===== config.mk =====
export PLATFORM = sky130hd
export DESIGN_NAME = me_search_ctrl
export DESIGN_NICKNAME = d
export VERILOG_FILES = /design/src/rtl/me_search_ctrl.sv
export SDC_FILE = /design/constraint.sdc
export NUM_CORES = 1
export LEC_CHECK = 0
export ABC_CLOCK_PERIOD_IN_PS = 6500
export CAP_MARGIN = 20
export CORE_UTILIZATION = 38
export DETAILED_ROUTE_END_ITERATION = 8
export GPL_TIMING_DRIVEN = 0
export PLACE_DENSITY = 0.73
export RECOVER_POWER = 25
export SETUP_SLACK_MARGIN = 0.02
export SYNTH_ARGS = -nofsm -noshare
export SYNTH_HDL_FRONTEND = slang
export SYNTH_SLANG_ARGS = --single-unit

===== constraint.sdc =====
create_clock -name clk_i -period 6.5 [get_ports clk_i]
set_clock_uncertainty 0.2 [all_clocks]
set_input_delay 0.65 -clock clk_i [delete_from_list [all_inputs] [get_ports clk_i]]
set_output_delay 0.65 -clock clk_i [all_outputs]
set_load 0.005 [all_outputs]

===== src/rtl/me_search_ctrl.sv =====
// Sequencer for the SAD motion-search datapath: primes the reference-column FIFO, streams
// candidate columns, tracks the running minimum and reports it. Optional: ME_SEARCH_CTRL_EARLY_TERM_EN.
module me_search_ctrl #(
  parameter int EDGE_LEN      = 8,
  parameter int SEARCH_COLS   = 16,
  parameter int SAD_BIT_WIDTH = 14,
  parameter int DP_LATENCY    = 1,
  parameter int COL_W         = 5
) (
  input  logic                     clk_i,
  input  logic                     rst_i,
  input  logic                     start_i,
  input  logic                     col_valid_i,
  input  logic [SAD_BIT_WIDTH-1:0] msad_i,
  input  logic [3:0]               msad_idx_i,
  input  logic [SAD_BIT_WIDTH-1:0] sad_thresh_i,
  output logic                     col_req_o,
  output logic                     cur_load_o,
  output logic                     busy_o,
  output logic                     done_o,
  output logic                     err_o,
  output logic [SAD_BIT_WIDTH-1:0] best_sad_o,
  output logic [COL_W-1:0]         best_mv_x_o,
  output logic [3:0]               best_mv_y_o
);

  typedef enum logic [2:0] {
    IDLE,
    PRIME,
    SEARCH,
    DRAIN,
    DONE
  } state_t;

  localparam logic [COL_W-1:0] PRIME_LAST  = COL_W'(EDGE_LEN - 2);
  localparam logic [COL_W-1:0] SEARCH_LAST = COL_W'(SEARCH_COLS - 1);
  localparam logic [COL_W-1:0] CNT_ONE     = COL_W'(1);
  localparam logic [2:0]       DRAIN_LAST  = 3'(DP_LATENCY - 1);

  state_t                   state;
  logic [COL_W-1:0]         prime_cnt;
  logic [COL_W-1:0]         push_cnt;
  logic [2:0]               drain_cnt;
  logic [SAD_BIT_WIDTH-1:0] min_sad;
  logic                     col_req_q;
  logic [DP_LATENCY-1:0]    pipe_vld;
  logic [COL_W-1:0]         pipe_tag [DP_LATENCY];

  logic sample_hit;
  logic early_stop;
  logic stall;
  logic push;

  // Strictly-less compare keeps the earliest column on a tie.
  assign sample_hit = pipe_vld[DP_LATENCY-1] && (msad_i < min_sad);

`ifdef ME_SEARCH_CTRL_EARLY_TERM_EN
  logic [SAD_BIT_WIDTH-1:0] thresh_q;

  // Kills the request in the same cycle the qualifying sample arrives, so no further column is consumed.
  assign early_stop = (state == SEARCH) && sample_hit && (msad_i <= thresh_q);
`else
  logic unused_thresh;

  assign unused_thresh = ^sad_thresh_i;
  assign early_stop    = 1'b0;
`endif

  assign col_req_o = col_req_q && !early_stop;
  assign stall     = col_req_o && !col_valid_i;
  assign push      = (state == SEARCH) && col_req_o && col_valid_i;

  always_ff @(posedge clk_i or posedge rst_i) begin
    if (rst_i) begin
      state       <= IDLE;
      prime_cnt   <= '0;
      push_cnt    <= '0;
      drain_cnt   <= '0;
      min_sad     <= '1;
      col_req_q   <= 1'b0;
      cur_load_o  <= 1'b0;
      busy_o      <= 1'b0;
      done_o      <= 1'b0;
      err_o       <= 1'b0;
      best_sad_o  <= '0;
      best_mv_x_o <= '0;
      best_mv_y_o <= '0;
      pipe_vld    <= '0;
      for (int i = 0; i < DP_LATENCY; i++) begin
        pipe_tag[i] <= '0;
      end
`ifdef ME_SEARCH_CTRL_EARLY_TERM_EN
      thresh_q    <= '0;
`endif
    end else begin
      // Tag pipeline mirrors the datapath latency; priming pushes never enter as valid.
      pipe_vld[0] <= push;
      pipe_tag[0] <= push_cnt;
      for (int i = 1; i < DP_LATENCY; i++) begin
        pipe_vld[i] <= pipe_vld[i-1];
        pipe_tag[i] <= pipe_tag[i-1];
      end

      if (sample_hit) begin
        min_sad     <= msad_i;
        best_sad_o  <= msad_i;
        best_mv_x_o <= pipe_tag[DP_LATENCY-1];
        best_mv_y_o <= msad_idx_i;
      end

      cur_load_o <= 1'b0;
      done_o     <= 1'b0;

      case (state)
        IDLE: begin
          if (start_i) begin
            state      <= PRIME;
            col_req_q  <= 1'b1;
            busy_o     <= 1'b1;
            cur_load_o <= 1'b1;
            err_o      <= 1'b0;
            min_sad    <= '1;
            prime_cnt  <= '0;
            push_cnt   <= '0;
            drain_cnt  <= '0;
`ifdef ME_SEARCH_CTRL_EARLY_TERM_EN
            thresh_q   <= sad_thresh_i;
`endif
          end
        end

        PRIME: begin
          if (stall) begin
            state     <= DONE;
            col_req_q <= 1'b0;
            busy_o    <= 1'b0;
            done_o    <= 1'b1;
            err_o     <= 1'b1;
            pipe_vld  <= '0;
          end else if (prime_cnt == PRIME_LAST) begin
            state <= SEARCH;
          end else begin
            prime_cnt <= prime_cnt + CNT_ONE;
          end
        end

        SEARCH: begin
          if (stall) begin
            state     <= DONE;
            col_req_q <= 1'b0;
            busy_o    <= 1'b0;
            done_o    <= 1'b1;
            err_o     <= 1'b1;
            pipe_vld  <= '0;
          end else if (early_stop) begin
            // The stop cycle itself counts as the first drain cycle.
            col_req_q <= 1'b0;
            if (DRAIN_LAST == 3'd0) begin
              state  <= DONE;
              busy_o <= 1'b0;
              done_o <= 1'b1;
            end else begin
              state     <= DRAIN;
              drain_cnt <= 3'd1;
            end
          end else if (push_cnt == SEARCH_LAST) begin
            state     <= DRAIN;
            col_req_q <= 1'b0;
            drain_cnt <= '0;
          end else begin
            push_cnt <= push_cnt + CNT_ONE;
          end
        end

        DRAIN: begin
          if (drain_cnt == DRAIN_LAST) begin
            state  <= DONE;
            busy_o <= 1'b0;
            done_o <= 1'b1;
          end else begin
            drain_cnt <= drain_cnt + 3'd1;
          end
        end

        DONE: begin
          state <= IDLE;
        end

        default: begin
          state <= IDLE;
        end
      endcase
    end
  end

endmodule


==> impl_metrics.ini, run 1 <==
[status]
status = complete, but fails checks
violations = max-capacitance violations, max-slew violations

[synthesis]
ys_ff_latch = 64
ys_types = 39
synth-edff-count = 0
synthCells = 298
ys_warn_count = 0
syn-cell-area_um2 = 3238
postSynth.asyncResetShare = 1.000
synthesis.nets = 353
avgSynthCellArea_um2 = 10.87
ys_seq_area_frac = 0.5000
dominantRegCellSynth = dfrtp_1

[power]
fin_total_pwr_mw = 1.681
p_leak_nw = 2.022
power_density_nw_per_um2 = 411.5
vdd_drop_max_uv = 120.1

[layout]
area.sequential_um2 = 1619
final_cell_mix = 50 x dfrtp_1, 48 x clkdlybuf4s50_1, 39 x nor2_1, 24 x inv_1, 19 x ha_1
diodes = 0
stdcell_count = 469
nFillCells = 720
area_delta_synth_final_pct = 26.16
fin_util = 0.4972
multiInputGateArea_um2 = 1426
final_common_cell = dfrtp_1
num-nets-final = 414
layout-drive-gt1-share = 0.1703

[sta]
hold_viol_final = 0
slew_violations = 44
rsz0062_at_grt = no
max_freq_mhz = 269.7
finalCriticalPeriod_ns = 3.708
tightest_slew_ns = 2.268
slew-limit-headroom = -0.5121
fin_ws_ns = 2.792
setup_viol = 0
finalCritPeriodShare = 0.5705
setup_tns_ns = 0

[worst_setup_path]
crit_chain = dlygate4sd3_1 > inv_1 > clkbuf_1
critPathRequiredTime_ns = 6.28
rr_endpoint = best_sad_o[8]
slowest_stage = clkbuf_1
arrival_ns = 3.49
rrSetupSlack_ns = 4.01
max_stage_delay_ns = 1.68
reg2reg_depth = 8
endpoint_kind = asynchronous set/reset pin
critPathMaxFanout = 43
critPathKind = in -> async
startpoint_type = input port
timing.rr.start = min_sad[13]

[drt]
via_per_inst = 5.128
drc = 0
wl_um = 6367
ant_nets = 0
drt_iter0_drc = 65
via_count = 2405
dr.pass1.iters = 4
routedWlPerCell_um = 13.58

[global_routing]
grtUsageTotal = 0.1615
grt_overflow = 0
grt_pass1_wl_um = 10940
grt_pass1_vias = 2280
grt_max_degree = 44
antenna_found_initial = 0

[clocking]
clk-insertion-delay-late_ns = 0.34
cts_max_level = 3
cts_resized = 0
post_cts_buffers = 0
clock_sinks = 64
cts_buffers = 9
cts_tree = done
ctsRootBufferMaster = clkbuf_8
clkTransAtPathRegs_ns = 0.07
clockBufferDepth = 2
ctsHoldBuffers = 0

[placement]
io_buffers = 49
pre_cts_slack_ns = 3.403
dp_cells = 453
hpwl_um = 4541
gp_congestion = 0.8803

[floorplan]
core-area_um2 = 8217
num_io_pins = 64
die_h_um = 94.31
fp.dieW_um = 94.31
rows = 33
dieArea_um2 = 8894
initial_core_util = 0.3941

[worst_hold_path]
min_from = push_cnt[4]
min_path_cells = 0
hold_path_end = pipe_tag[4]
holdCritPathClass = reg -> reg

[run]
maxCapViolations = 1
[per-layer routing]
metal | global-route usage | routed length (µm)
met1 | 0.2152 | 2962
met2 | 0.2421 | 2967
met3 | 0.04288 | 316
met4 | 0.07949 | 120
met5 | 0 | 0
[final cells by class]
class	instances	share of cell area
multi-input cells	196	0.3492
flip-flops and latches	64	0.3963
plain buffers	14	0.02511
clock buffers	11	0.03461
inverters	24	0.02205
repair buffers	50	0.1210
clock inverters	5	0.01960
well taps	105	0.03216
[synthesized netlist by cell type (6+ instances only)]
cell       n  share of area
a31oi_1    6          0.012
inv_1     24          0.028
o21ai_0   16          0.025
mux2i_1   14          0.043
mux2_4    16          0.074
nor3_1     7          0.011
ha_1      19          0.073
nor2_1    39          0.045
nand2_1   18          0.021
a21oi_1   16          0.025
dfrtp_1   50           0.39
mux2_2     8          0.028
dfstp_2   14           0.11
clkbuf_1   7         0.0081
[how the worst max path moves through the flow]
stage                     from        endpoint  slack [ns]  cells after the start
floorplan           msad_i[13]  best_mv_x_o[3]        4.06                      7
global placement         rst_i      cur_load_o        2.90                      2
detailed placement  msad_i[13]   best_sad_o[1]        3.40                      8
CTS                 msad_i[13]   best_sad_o[1]        3.74                      8
global route             rst_i    prime_cnt[3]        2.16                      3
finish                   rst_i  best_sad_o[10]        2.79                      3
[cell families (layout without fill, tap and decap cells)]
kind of cell             Yosys count  in the layout  synth area share
AO/OA/AOI/OAI                     50             50           0.09197
XOR/XNOR                           3              3          0.008116
adder cells (fa/ha/maj)           19             19           0.07342
buffers and inverters             38            104           0.05951
flip-flops                        64             64            0.5000
multiplexers                      38             38            0.1453
AND/OR/NAND/NOR                   86             86            0.1217
[stage by stage]
| stage | hold WS [ns] | cell area (µm²) |
|---|---|---|
| after CTS | 0.1859 | 4101 |
| final | 0.1816 | 4085 |
| after detailed placement | 0.1689 | 3880 |
| after global placement | 0.1653 | 3860 |
| after global routing | 0.1942 | 4085 |
| after floorplan | 0.1537 | 3238 |
[sequential cells by signal, summed over array words and instances (netlist names)]
signal       cells
cur_load_o       1
best_sad_o      14
state            3
prime_cnt        5
col_req_o        1
best_mv_y_o      4
err_o            1
push_cnt         5
drain_cnt        3
pipe_vld         1
pipe_tag         5
best_mv_x_o      5
min_sad         14
busy_o           1
done_o           1
[power breakdown]
part | internal (mW) | switching [mW] | total [mW] | leakage [nW]
Sequential | 0.562 | 0.0861 | 0.648 | 0.786
Clock | 0.226 | 0.152 | 0.378 | 0.106
Combinational | 0.366 | 0.289 | 0.655 | 1.13
[critical path, delay by kind of cell]
kind	cells	cell delay (ns)
buffers and inverters	3	2.82
No activity file was read; power rests on OpenSTA's default activity.
==> inputs of run 2 (changes only) <==
Settings changed: ABC_CLOCK_PERIOD_IN_PS 6500 to 3400, PLACE_DENSITY 0.73 to 0.75.
Clock period 6.5 ns to 3.4 ns, I/O delays scaled along.
==> run 2 against run 1 <==
Net effect:
- the flow now finishes without violations
- worst setup slack lost 1.9 ns
- sequential share of layout area grew 0.17 points
- hold slack lost 0.0045 ns
- utilization fell by 0.21 points
- largest cell class unchanged
- global-route usage fell by 0.33 points
- flip-flop and latch count stayed put
- largest power group unchanged
- cell count did not move
- critical path type is now reg -> reg
- register-to-register slack worse by 3.1 ns
==> impl_metrics.ini, run 2 (synthesis results as in run 1) <==
[global_routing]
grt_pass1_wl_um = 10860
grtUsageTotal = 0.1583
grt_pass1_vias = 2306
grt_overflow = 0
grt_max_degree = 38
antenna_found_initial = 0

[worst_setup_path]
critPathRequiredTime_ns = 3.43
slowest_stage = dfstp_2
reg2reg_depth = 8
crit_chain = inv_1 > ha_1 > a211oi_1 > o221ai_1 > a211o_1 > buf_6 > buf_12 > mux2_4
max_stage_delay_ns = 0.53
critPathMaxFanout = 10
critPathKind = reg -> reg
arrival_ns = 2.56
startpoint_type = register
endpoint_kind = register

[clocking]
clkTransAtPathRegs_ns = 0.07
ctsHoldBuffers = 0
cts_buffers = 9
clock_sinks = 64
clk-insertion-delay-late_ns = 0.34
cts_tree = done
cts_resized = 0
post_cts_buffers = 0
clockBufferDepth = 2
ctsRootBufferMaster = clkbuf_8
cts_max_level = 3

[sta]
finalCriticalPeriod_ns = 2.533
hold_viol_final = 0
finalCritPeriodShare = 0.7451
setup_viol = 0
setup_tns_ns = 0
slew_violations = 0
slew-limit-headroom = 0.04996
max_freq_mhz = 394.8
rsz0062_at_grt = no
tightest_slew_ns = 1.423
fin_ws_ns = 0.8668

[drt]
drt_iter0_drc = 90
wl_um = 6393
via_per_inst = 5.064
via_count = 2375
ant_nets = 0
dr.pass1.iters = 4
drc = 0
routedWlPerCell_um = 13.63

[power]
switchingPower_mw = 1.014
p_seq_frac = 0.397
vdd_drop_max_uv = 245.9
internal_power_mw = 2.112
p_comb_frac = 0.400
clkPwrFrac = 0.202
p_leak_nw = 2.017
swShare = 0.3244
power_density_nw_per_um2 = 768.4

[placement]
io_buffers = 49
hpwl_um = 4531
post_dp_cell_area_um2 = 3880
pre_cts_slack_ns = 0.5864
gp_congestion = 0.8495
dp_cells = 453

[layout]
area_delta_synth_final_pct = 25.62
stdcell_count = 469
final_cell_mix = 50 x dfrtp_1, 48 x clkdlybuf4s50_1, 39 x nor2_1, 24 x inv_1, 19 x ha_1
layout-drive-gt1-share = 0.1731
diodes = 0
reg.largest.list = best_sad_o: 14 flops, min_sad: 14 flops
final_common_cell = dfrtp_1
num-nets-final = 414
design_area_um2 = 4068

[floorplan]
die_h_um = 94.31
initial_core_util = 0.3941
fp.dieW_um = 94.31
dieArea_um2 = 8894
core-area_um2 = 8217
num_io_pins = 64
rows = 33

[run]
maxCapViolations = 0

[status]
status = completed

[worst_hold_path]
holdCritPathClass = reg -> reg
min_path_cells = 0
==> run 2: path summary, 6_finish.rpt <==
path                                  endpoint  slack (ns)        start
max in group asynchronous           cur_load_o        1.50        rst_i
min in group asynchronous       best_mv_y_o[0]        0.66        rst_i
worst min register to register     pipe_tag[4]        0.18  push_cnt[4]
worst min-delay path               pipe_tag[4]        0.18  push_cnt[4]
worst max register to register  best_mv_x_o[0]        0.87  min_sad[13]
worst max-delay path            best_mv_x_o[0]        0.87  min_sad[13]
==> run 2: layout make-up <==
type | count | area, µm²
fill | 750 | 4149
buffer | 14 | 102.6
multi-input combinational | 196 | 1426
clock inverter | 6 | 60.06
clock buffer | 10 | 127.6
sequential | 64 | 1619
tap | 105 | 131.4
timing repair buffer | 50 | 510.5
inverter | 24 | 90.09
==> run 2: power groups by stage <==
stage	Clock, mW	Sequential [mW]	Combinational (mW)
2_1_floorplan	0	1.23	0.746
3_3_place_gp	0	1.24	1.22
3_5_place_dp	0	1.26	1.25
4_1_cts	0.651	1.25	1.26
5_1_grt	0.695	1.28	1.39
6_report	0.632	1.24	1.25
==> run 2: stage by stage <==
stage / util / hold slack (ns) / total power, mW
finish: 0.4951 / 0.1771 / 3.126
global route: 0.4951 / 0.2129 / 3.369
CTS: 0.4951 / 0.1756 / 3.159
detailed placement: 0.4722 / 0.1603 / 2.509
global placement: 0.4698 / 0.1662 / 2.458
floorplan: - / 0.1537 / 1.980
==> run 2: worst max-delay path: cells and delay by family, from the launching register on <==
family	cells	cell delay [ns]
AO/OA/AOI/OAI	3	0.74
adder cells (fa/ha/maj)	1	0.30
buffers and inverters	3	0.35
flip-flops	1	0.53
multiplexers	1	0.30
==> run 2: metal layers <==
layer  share of wire  vias to the layer above  GRT usage
met5               0                        -          0
met3           0.048                       13    0.04693
li1                -                     1146          -
met2            0.46                       58     0.2409
met1            0.48                     1158     0.2088
met4           0.016                        0    0.06667
